===== config.mk =====
export PLATFORM = sky130hd
export DESIGN_NAME = fmt_rsp_grant_ctrl
export DESIGN_NICKNAME = d
export VERILOG_FILES = /design/src/rtl/fmt_ctrl_pkg.sv /design/src/rtl/fmt_sync_fifo.sv /design/src/rtl/fmt_rsp_grant_ctrl.sv
export SDC_FILE = /design/constraint.sdc
export NUM_CORES = 1
export LEC_CHECK = 0
export BUFFER_PORTS_ARGS = -buffer_cell sky130_fd_sc_hd__buf_2
export CAP_MARGIN = 20
export CELL_PAD_IN_SITES_DETAIL_PLACEMENT = 2
export CELL_PAD_IN_SITES_GLOBAL_PLACEMENT = 2
export CORE_MARGIN = 3
export CORE_UTILIZATION = 48
export CTS_CLUSTER_DIAMETER = 30
export DETAILED_ROUTE_END_ITERATION = 8
export PLACE_DENSITY_LB_ADDON = 0.15
export RECOVER_POWER = 50
export SLEW_MARGIN = 20
export SYNTH_ARGS = -nofsm -noshare
export SYNTH_HDL_FRONTEND = slang
export SYNTH_HIERARCHICAL = 1
export SYNTH_SLANG_ARGS = --single-unit

===== constraint.sdc =====
create_clock -name clk -period 4.6 [get_ports clk]
set_input_delay 0.23 -clock clk [delete_from_list [all_inputs] [get_ports clk]]
set_output_delay 0.23 -clock clk [all_outputs]
set_load 0.02 [all_outputs]

===== src/rtl/fmt_ctrl_pkg.sv =====
// Shared types and constants for the formatter response grant controller.
package fmt_ctrl_pkg;

  typedef enum logic [1:0] {
    IDLE = 2'd0,
    GNT  = 2'd1,
    WAIT = 2'd2,
    RECV = 2'd3
  } state_e;

  localparam int unsigned ERR_NOSTART = 0;
  localparam int unsigned ERR_END     = 1;
  localparam int unsigned ERR_ZLEN    = 2;
  localparam int unsigned ERR_W       = 3;

  localparam int unsigned MAX_LEN  = 31;
  localparam int unsigned LEN_W    = 5;
  localparam int unsigned CHID_W   = 2;
  localparam int unsigned CREDIT_W = 6;

  // Per-word sideband stored next to the data word in the FIFO
  typedef struct packed {
    logic [CHID_W-1:0] chid;
    logic              last;
  } rsp_tag_t;

endpackage


===== src/rtl/fmt_sync_fifo.sv =====
// First-word fall-through synchronous FIFO; pop is applied before push so a
// full FIFO can accept a word in the same cycle it releases one.
module fmt_sync_fifo #(
  parameter int unsigned W     = 35,
  parameter int unsigned DEPTH = 32,
  parameter int unsigned CNT_W = $clog2(DEPTH + 1)
) (
  input  logic             clk,
  input  logic             rstn,
  input  logic             push_i,
  input  logic [W-1:0]     wdata_i,
  input  logic             pop_i,
  output logic             valid_o,
  output logic [W-1:0]     rdata_o,
  output logic [CNT_W-1:0] count_o
);

  localparam int unsigned AW = (DEPTH > 1) ? $clog2(DEPTH) : 1;

  logic [W-1:0]     mem_q [DEPTH];
  logic [AW-1:0]    wr_ptr_q, wr_ptr_d;
  logic [AW-1:0]    rd_ptr_q, rd_ptr_d;
  logic [CNT_W-1:0] cnt_q, cnt_d;
  logic             do_pop;

  function automatic logic [AW-1:0] ptr_inc(input logic [AW-1:0] p);
    return (p == AW'(DEPTH - 1)) ? '0 : p + AW'(1);
  endfunction

  assign do_pop  = pop_i && (cnt_q != '0);
  assign valid_o = (cnt_q != '0);
  assign rdata_o = mem_q[rd_ptr_q];
  assign count_o = cnt_q;

  // Pointer and occupancy next-state
  always_comb begin
    wr_ptr_d = wr_ptr_q;
    rd_ptr_d = rd_ptr_q;
    if (push_i) wr_ptr_d = ptr_inc(wr_ptr_q);
    if (do_pop) rd_ptr_d = ptr_inc(rd_ptr_q);
    cnt_d = cnt_q + CNT_W'(push_i) - CNT_W'(do_pop);
  end

  // Pointer and occupancy registers
  always_ff @(posedge clk or negedge rstn) begin
    if (!rstn) begin
      wr_ptr_q <= '0;
      rd_ptr_q <= '0;
      cnt_q    <= '0;
    end else begin
      wr_ptr_q <= wr_ptr_d;
      rd_ptr_q <= rd_ptr_d;
      cnt_q    <= cnt_d;
    end
  end

  // Storage array, no reset needed
  always_ff @(posedge clk) begin
    if (push_i) mem_q[wr_ptr_q] <= wdata_i;
  end

  // Credit scheme must never push into a full FIFO without a same-cycle pop
  a_no_overflow: assert property (@(posedge clk) disable iff (!rstn)
    push_i |-> ((32'(cnt_q) < DEPTH) || do_pop));

endmodule


===== src/rtl/fmt_rsp_grant_ctrl.sv =====
// Credit-based grant scheduler and burst acceptor for the formatter response bus.
module fmt_rsp_grant_ctrl
  import fmt_ctrl_pkg::*;
#(
  parameter int unsigned DEPTH = 32,
  parameter int unsigned DW    = 32
) (
  input  logic                clk,
  input  logic                rstn,
  input  logic                gnt_en,
  input  logic                fmt_req,
  input  logic [CHID_W-1:0]   fmt_chid,
  input  logic [LEN_W-1:0]    fmt_length,
  output logic                fmt_grant,
  input  logic                fmt_start,
  input  logic                fmt_end,
  input  logic [DW-1:0]       fmt_data,
  output logic                out_valid,
  input  logic                out_ready,
  output logic [DW-1:0]       out_data,
  output logic [CHID_W-1:0]   out_chid,
  output logic                out_last,
  output logic [CREDIT_W-1:0] credit,
  output logic [ERR_W-1:0]    err,
  input  logic                err_clr
);

  localparam int unsigned TAG_W = $bits(rsp_tag_t);
  localparam int unsigned FW    = DW + TAG_W;
  localparam int unsigned CNT_W = $clog2(DEPTH + 1);

  state_e              state_q, state_d;
  logic                grant_q, grant_d;
  logic [LEN_W-1:0]    len_q, len_d;
  logic [CHID_W-1:0]   chid_q, chid_d;
  logic [LEN_W-1:0]    cnt_q, cnt_d;
  logic [CREDIT_W-1:0] credit_q, credit_d;
  logic [ERR_W-1:0]    err_q, err_d;

  logic                word_c, push_c, push_last_c, pop_c, at_end_c;
  logic [CREDIT_W-1:0] reserve_c, release_c;
  logic [ERR_W-1:0]    err_set_c;
  logic [FW-1:0]       fifo_wdata, fifo_rdata;
  logic [CNT_W-1:0]    fifo_cnt;
  rsp_tag_t            rd_tag;

  assign pop_c    = out_valid & out_ready;
  assign at_end_c = (cnt_q == (len_q - LEN_W'(1)));

  // FSM next-state, burst word accounting and credit reserve/release amounts
  always_comb begin
    state_d     = state_q;
    grant_d     = 1'b0;
    len_d       = len_q;
    chid_d      = chid_q;
    cnt_d       = cnt_q;
    word_c      = 1'b0;
    push_c      = 1'b0;
    push_last_c = 1'b0;
    reserve_c   = '0;
    release_c   = '0;
    err_set_c   = '0;
    case (state_q)
      IDLE: begin
        if (fmt_req) begin
          if (fmt_length == '0) begin
            err_set_c[ERR_ZLEN] = 1'b1;
          end else if (gnt_en && (credit_q >= CREDIT_W'(fmt_length))) begin
            len_d     = fmt_length;
            chid_d    = fmt_chid;
            cnt_d     = '0;
            reserve_c = CREDIT_W'(fmt_length);
            grant_d   = 1'b1;
            state_d   = GNT;
          end
        end
      end
      GNT: state_d = WAIT;
      WAIT: begin
        if (fmt_start) begin
          word_c = 1'b1;
        end else begin
          err_set_c[ERR_NOSTART] = 1'b1;
          release_c              = CREDIT_W'(len_q);
          state_d                = IDLE;
        end
      end
      RECV: begin
        word_c = 1'b1;
        if (fmt_start) err_set_c[ERR_END] = 1'b1;
      end
      default: state_d = IDLE;
    endcase

    // An early end truncates the packet and returns the unused reservation
    if (word_c) begin
      push_c      = 1'b1;
      push_last_c = at_end_c | fmt_end;
      cnt_d       = cnt_q + LEN_W'(1);
      if (fmt_end && !at_end_c) begin
        err_set_c[ERR_END] = 1'b1;
        release_c          = CREDIT_W'(len_q - cnt_q - LEN_W'(1));
        state_d            = IDLE;
      end else if (!fmt_end && at_end_c) begin
        err_set_c[ERR_END] = 1'b1;
        state_d            = IDLE;
      end else if (at_end_c) begin
        state_d = IDLE;
      end else begin
        state_d = RECV;
      end
    end
  end

  // Credit and sticky error next-state; a new error beats a same-cycle clear
  always_comb begin
    credit_d = credit_q - reserve_c + release_c + CREDIT_W'(pop_c);
    err_d    = (err_q & ~{ERR_W{err_clr}}) | err_set_c;
  end

  // Control registers
  always_ff @(posedge clk or negedge rstn) begin
    if (!rstn) begin
      state_q  <= IDLE;
      grant_q  <= 1'b0;
      len_q    <= '0;
      chid_q   <= '0;
      cnt_q    <= '0;
      credit_q <= CREDIT_W'(DEPTH);
      err_q    <= '0;
    end else begin
      state_q  <= state_d;
      grant_q  <= grant_d;
      len_q    <= len_d;
      chid_q   <= chid_d;
      cnt_q    <= cnt_d;
      credit_q <= credit_d;
      err_q    <= err_d;
    end
  end

  assign fifo_wdata = {fmt_data, chid_q, push_last_c};

  fmt_sync_fifo #(
    .W     (FW),
    .DEPTH (DEPTH),
    .CNT_W (CNT_W)
  ) u_fifo (
    .clk     (clk),
    .rstn    (rstn),
    .push_i  (push_c),
    .wdata_i (fifo_wdata),
    .pop_i   (pop_c),
    .valid_o (out_valid),
    .rdata_o (fifo_rdata),
    .count_o (fifo_cnt)
  );

  assign {out_data, rd_tag} = fifo_rdata;
  assign out_chid  = rd_tag.chid;
  assign out_last  = rd_tag.last;
  assign fmt_grant = grant_q;
  assign credit    = credit_q;
  assign err       = err_q;

  // Free credit plus stored words can never exceed the buffer size
  a_credit_max: assert property (@(posedge clk) disable iff (!rstn)
    credit_q <= CREDIT_W'(DEPTH));
  a_credit_sum: assert property (@(posedge clk) disable iff (!rstn)
    (32'(fifo_cnt) + 32'(credit_q)) <= DEPTH);

endmodule


==> results of run 1 <==
logic make-up (layout without fill, tap and decap cells):
group	count (synthesis)	count (layout)	synth area share (%)
adders and majority gates	44	44	1.327
and+or+nand+nor	238	238	2.965
other	0	3	0
xor gates and xnor gates	19	19	0.3618
AOI/OAI and AO/OA	340	340	5.481
buffers and inverters	187	723	2.100
DFF	1160	1160	75.29
muxes	571	571	12.47
critical path, delay by kind of cell, from the launching register on:
family	cells	cell delay (ps)
AO/OA/AOI/OAI	1	190
flip-flops	1	990
buffers and inverters	2	690
AND/OR/NAND/NOR	3	1400
layout make-up:
type / count / area share (%)
antenna: 3 / 0.01314
clock buffer: 264 / 10.58
clock inverter: 188 / 3.954
inverter: 55 / 0.3615
multi-input combinational: 1212 / 18.64
sequential: 1160 / 60.65
tap: 1254 / 2.747
timing repair buffer: 216 / 3.065
sequential cells by signal, indices dropped and copies added (netlist names):
signal and cells:
u_fifo/wr_ptr_q 5, chid_q 2, credit 6, err 3, fmt_grant 1, u_fifo/rd_ptr_q 5
u_fifo/mem_q 1120, state_q 2, u_fifo/count_o 6, len_q 5, cnt_q 5
cell usage in the layout, fill, tap and decap left out, types with 23 or more instances in the layout:
master         synthesis  layout
buf_12                 0      24
nor2_1                79      51
ha_1                  36      36
clkbuf_16              0     236
buf_4                 25      55
inv_1                 52      53
clkinv_4               0      25
clkinv_1               0      28
bufinv_16              0      36
dfrtp_1               39      38
nand2_1               25      25
clkbuf_1              16      70
a22oi_1              281     281
dlygate4sd3_1          0      41
mux2i_1              563     563
buf_2                 80      49
inv_6                  0      23
nor2_4                 0      30
edfxtp_1            1120    1120
clkinv_2               0      37
nand4_1               73      73
clkinvlp_4             0      25
metal layers:
layer | routed length [um] | vias up
met3 | 13100 | 456
met1 | 68500 | 15210
li1 | - | 11040
met4 | 9111 | 4
met2 | 93630 | 1655
met5 | 24 | -
where the power goes:
group | total [mW] | internal [mW] | switching (mW)
sequential | 12.9 | 12.3 | 0.643
clock | 18.5 | 11.6 | 6.88
combinational | 9.43 | 3.17 | 6.27
total | 40.8 | 27.0 | 13.8
per-stage QoR:
stage                     std cells  hold slack (ps)  total power [mW]  instance area, um^2
after floorplan                2559           -65.59             18.50                46000
after global placement         3855            373.8             21.16                48470
final                          4352            89.44             40.81                57110
after global routing           4350            108.9             41.90                57110
after detailed placement       3855            384.8             21.72                48470
after CTS                      4348            4.482             40.43                57180
cells in the mapped netlist, drive strengths merged, types with 5 or more instances:
library cell	n
nand4	73
nand3	11
a21oi	13
a22oi	283
and4bb	5
inv	55
xnor2	10
buf	114
clkbuf	18
edfxtp	1120
mux2	8
xor2	9
o21ai	16
nor2b	5
mux2i	563
a21o	6
ha	36
nor2	81
nand2	25
nor3	9
dfrtp	39
fa	8
worst max-delay path by stage:
stage,startpoint,to,slack (ps)
6_report,u_fifo/rd_ptr_q[2],out_data[13],260
5_1_grt,u_fifo/rd_ptr_q[0],out_chid[1],130
4_1_cts,u_fifo/rd_ptr_q[0],out_data[18],390
3_5_place_dp,len_q[1],credit[5],780
3_3_place_gp,len_q[1],credit[5],820
2_1_floorplan,state_q[0],u_fifo/mem_q[23][0],1130
==> out/metrics.cfg, run 1 <==
[run_status]
status = complete, but fails checks
violations = max-capacitance violations, max-slew violations

[worst_setup_path]
required_ps = 4370
arrival_ps = 4110
worstRegToRegCells = 13
cp_max_fo = 20
reg2reg_slack_ps = 470
setup.worst_path.start_class = flop
r2r_start = credit[2]
end_kind = output port
slowest_delay_ps = 1060
r2r_end = credit[4]
crit_slowest_cell = and4bb_2
worstPathCellList = and4bb_2 > buf_4 > a22oi_1 > nand4_1 > nor2_1 > buf_2
setup.worst_path.class = flop to output port

[timing]
fmax_mhz = 230.4
slew_violations = 835
final_hold_viol_count = 0
worst_pin_slew_ps = 2711
min_period_over_period_pct = 94.34
fin_ws_ps = 260.5
finalClockSkew_ps = 74.10
setup_violations = 0
relSlewSlack_pct = -80.73
rsz0062_at_grt = false
setup_tns_ps = 0
period_needed_ps = 4340

[clock_tree]
cts_setup_buffers = 0
cts.path.max_buffers = 3
cts_root_buf = clkbuf_16
cts_resized = 0
path_clk_slew_ps = 60
cts_buffers = 236
cts_tree = built
h-tree-depth = 4
hold_buffers = 41
clkLatencyLatePin_ps = 840
cts_sinks = 1160

[finish]
drive_gt1_share_pct = 19.06
fin_nets = 2972
area_delta_synth_final_pct = 24.16
final_util_pct = 60.65
fillers = 7729
multi_input_area_um2 = 10640
ff_latch_area_um2 = 34640

[detailed_routing]
wl_per_cell_um = 42.36
drt_iter0_drc = 3341
wl_mm = 184.4
vias = 28370
drtPass1Iterations = 5
drtAntennaViolNets = 0
drc = 0
via_per_inst = 6.520

[global_routing]
use_met1_pct = 43.69
overflow = 0
grt_pass1_vias = 31390
use_met3_pct = 6.613
antenna_found_initial = 4
met2_usage_pct = 61.22
grt_pass1_wl_mm = 247.8
grt_max_degree = 77
grt_use_total_pct = 35.51
grt_busiest_layer = met2

[worst_hold_path]
holdCritStartpoint = out_ready
holdPathEnd = u_fifo/rd_ptr_q[4]
hp-class = input pin to flop
hold_path_depth = 6

[placed_design]
place_ws_ps = 782.7
portBuffers = 92
hpwlAfterDp_mm = 86.11
routabilityCongestion = 0.7740

[floorplanning]
start_util_pct = 48.85
rows = 112
ioPinCount = 93
chipHeight_um = 315.6
die_w_um = 315.6
dieArea_um2 = 99580
coreArea_um2 = 94170

[logic_synthesis]
synthCells = 2559
ys_types = 61
synthesis.area_um2 = 46000
yosys_warnings = 6
syn_avg_cell_area_um2 = 17.98
synth-seq-cells = 1160
synthFlopType = edfxtp_1
synth_edf_count = 1120
ys_seq_area_share_pct = 75.29
async_flop_share_pct = 3.448
yosys.area.top_type = edfxtp_1
synthTopCellsByArea = edfxtp_1 (73%), mux2i_1 (12%), a22oi_1 (4.6%)
syn-num-nets = 2650
synth_top_area_share_pct = 73.12

[power]
leakagePower_nw = 20.18
p_per_area_nw_per_um2 = 714.5
vdd_drop_max_mv = 0.6013

[flow_run]
max_cap_violations = 25

(Power assumes the default switching activity.)
==> run 2: changes to the inputs <==
- CORE_MARGIN: 3 -> default
==> run 2 against run 1 <==
Against the previous run:
- the flow finishes with violations (max-capacitance violations, max-slew violations, negative setup slack)
- clock power is 2% lower
- power fell by 0.60%
- sequential power about the same
- register-to-register slack got worse by 230 ps
- routed wire length fell by 4.0%
- critical path depth fell by 1
- flip-flop and latch count is the same
- final area shrank 0.73%
- worst hold slack gained 58 ps
- core utilization decreased by 0.98 points
- cell count decreased by 0.53%
==> out/metrics.cfg, run 2 (same netlist as run 1, synthesis figures left out) <==
[timing]
slew_violations = 1033
rsz0062_at_grt = false
final_hold_viol_count = 0
fin_ws_ps = -87.10
fmax_mhz = 213.4
setup_violations = 1
finalClockSkew_ps = 35.83
whs_ps = 147.7
relSlewSlack_pct = -102.1
worst_pin_slew_ps = 3032
min_period_over_period_pct = 101.9
period_needed_ps = 4687

[worst_setup_path]
r2r_start = credit[2]
worstPathCellList = and4bb_2 > a22oi_1 > nand4_1 > nor2_1 > buf_2
cp_max_fo = 18
required_ps = 4370
startpoint = u_fifo/rd_ptr_q[4]
arrival_ps = 4460
end_kind = output port
setup.worst_path.start_class = flop
slowest_delay_ps = 1110
setup.worst_path.class = flop to output port
crit_slowest_cell = dfrtp_1

[power]
p_per_area_nw_per_um2 = 715.4
p_sw_mw = 13.46
swShare_pct = 33.18
pwr-share-seq_pct = 32.0
p_int_mw = 27.11
p_total_mw = 40.56
leakagePower_nw = 20.00
p_clk_share_pct = 44.5
vdd_drop_max_mv = 0.4391
pwr-share-comb_pct = 23.5

[finish]
largest_reg_flops = 1120
ff_latch_area_um2 = 34640
largest-register = u_fifo/mem_q
layout_common_cells = edfxtp_1 (1,120), mux2i_1 (563), a22oi_1 (282)
area_delta_synth_final_pct = 23.26
fillers = 7870
drive_gt1_share_pct = 17.81
fin_nets = 2949
multi_input_area_um2 = 10640
final_common_cell = edfxtp_1
final_util_pct = 59.68

[floorplanning]
ioPinCount = 93
rows = 113
dieArea_um2 = 97070
start_util_pct = 48.41
die_w_um = 311.6
chipHeight_um = 311.6
coreArea_um2 = 95010

[clock_tree]
cts_root_buf = clkbuf_16
h-tree-depth = 4
cts_sinks = 1160
clkLatencyLatePin_ps = 830
cts.path.max_buffers = 3
cts_tree = built
path_clk_slew_ps = 60
cts_buffers = 229
cts_setup_buffers = 0

[global_routing]
grt_pass1_wl_mm = 241.0
overflow = 0
grt_max_degree = 81
grt_pass1_vias = 31160
antenna_found_initial = 4
grt_use_total_pct = 35.31

[run_status]
violations = max-capacitance violations, max-slew violations, negative setup slack
status = complete, but fails checks

[detailed_routing]
vias = 27960
drt_iter0_drc = 2827
wl_per_cell_um = 40.89
drc = 0
drtAntennaViolNets = 0
drtPass1Iterations = 5
via_per_inst = 6.459
wl_mm = 177.0

[flow_run]
max_cap_violations = 31

[worst_hold_path]
holdCritStartpoint = out_ready
hp-class = input pin to flop

[placed_design]
hpwlAfterDp_mm = 86.00
routabilityCongestion = 0.7817
portBuffers = 92

-- run 2: cell type report --
cell class,instances,area share [%]
Multi-Input combinational cell,1212,18.77
Inverter,55,0.3641
Clock buffer,258,10.37
Sequential cell,1160,61.09
Antenna cell,4,0.01765
Timing Repair Buffer,200,2.712
Clock inverter,175,3.880
Tap cell,1265,2.792
-- run 2: stage by stage --
stage                     TNS [ps]  cell area (um^2)  std cells  worst slack, ps
after floorplan                  0             46000       2559             1128
after global placement           0             48420       3864            822.2
after detailed placement         0             48420       3864            780.7
after CTS                        0             56780       4325            79.56
after global routing             0             56690       4326            31.92
final                       -87.10             56700       4329           -87.10
-- run 2: worst paths after layout --
kind	depth (start not counted)	to	slack [ps]
max	5	out_data[7]	-90
min	5	credit[1]	150
max reg2reg	13	credit[4]	240
min reg2reg	1	err[0]	500
max in group asynchronous	3	u_fifo/rd_ptr_q[0]	1350
min in group asynchronous	3	u_fifo/wr_ptr_q[4]	1080
-- run 2: timing repair --
action | 4_1_cts | 5_1_grt
hold endpoints to repair | 350 | 0
hold buffers | 28 | 0
resized for setup | 0 | 0
-- run 2: power by group through the flow --
stage / Combinational [mW] / Clock, mW / Sequential [mW]
finish: 9.54 / 18.1 / 13.0
global route: 9.84 / 18.6 / 13.0
CTS: 9.40 / 18.0 / 12.9
detailed placement: 8.86 / 0 / 13.0
global placement: 8.41 / 0 / 12.9
floorplan: 5.78 / 0 / 12.7
-- run 2: metal layers --
metal / vias up / part of all wire (%) / GRT usage [%]
met5: - / 0.018 / 0
met4: 4 / 4.8 / 15.48
met3: 425 / 6.5 / 5.757
met2: 1481 / 51 / 60.94
met1: 15070 / 38 / 43.84
li1: 10980 / - / -
-- run 2: critical path: cells and delay by family, from the launching register on --
kind / cells / cell delay [ps]
and+or+nand+nor: 3 / 1620
buffers and inverters: 1 / 230
DFF: 1 / 1110
AOI/OAI and AO/OA: 1 / 650
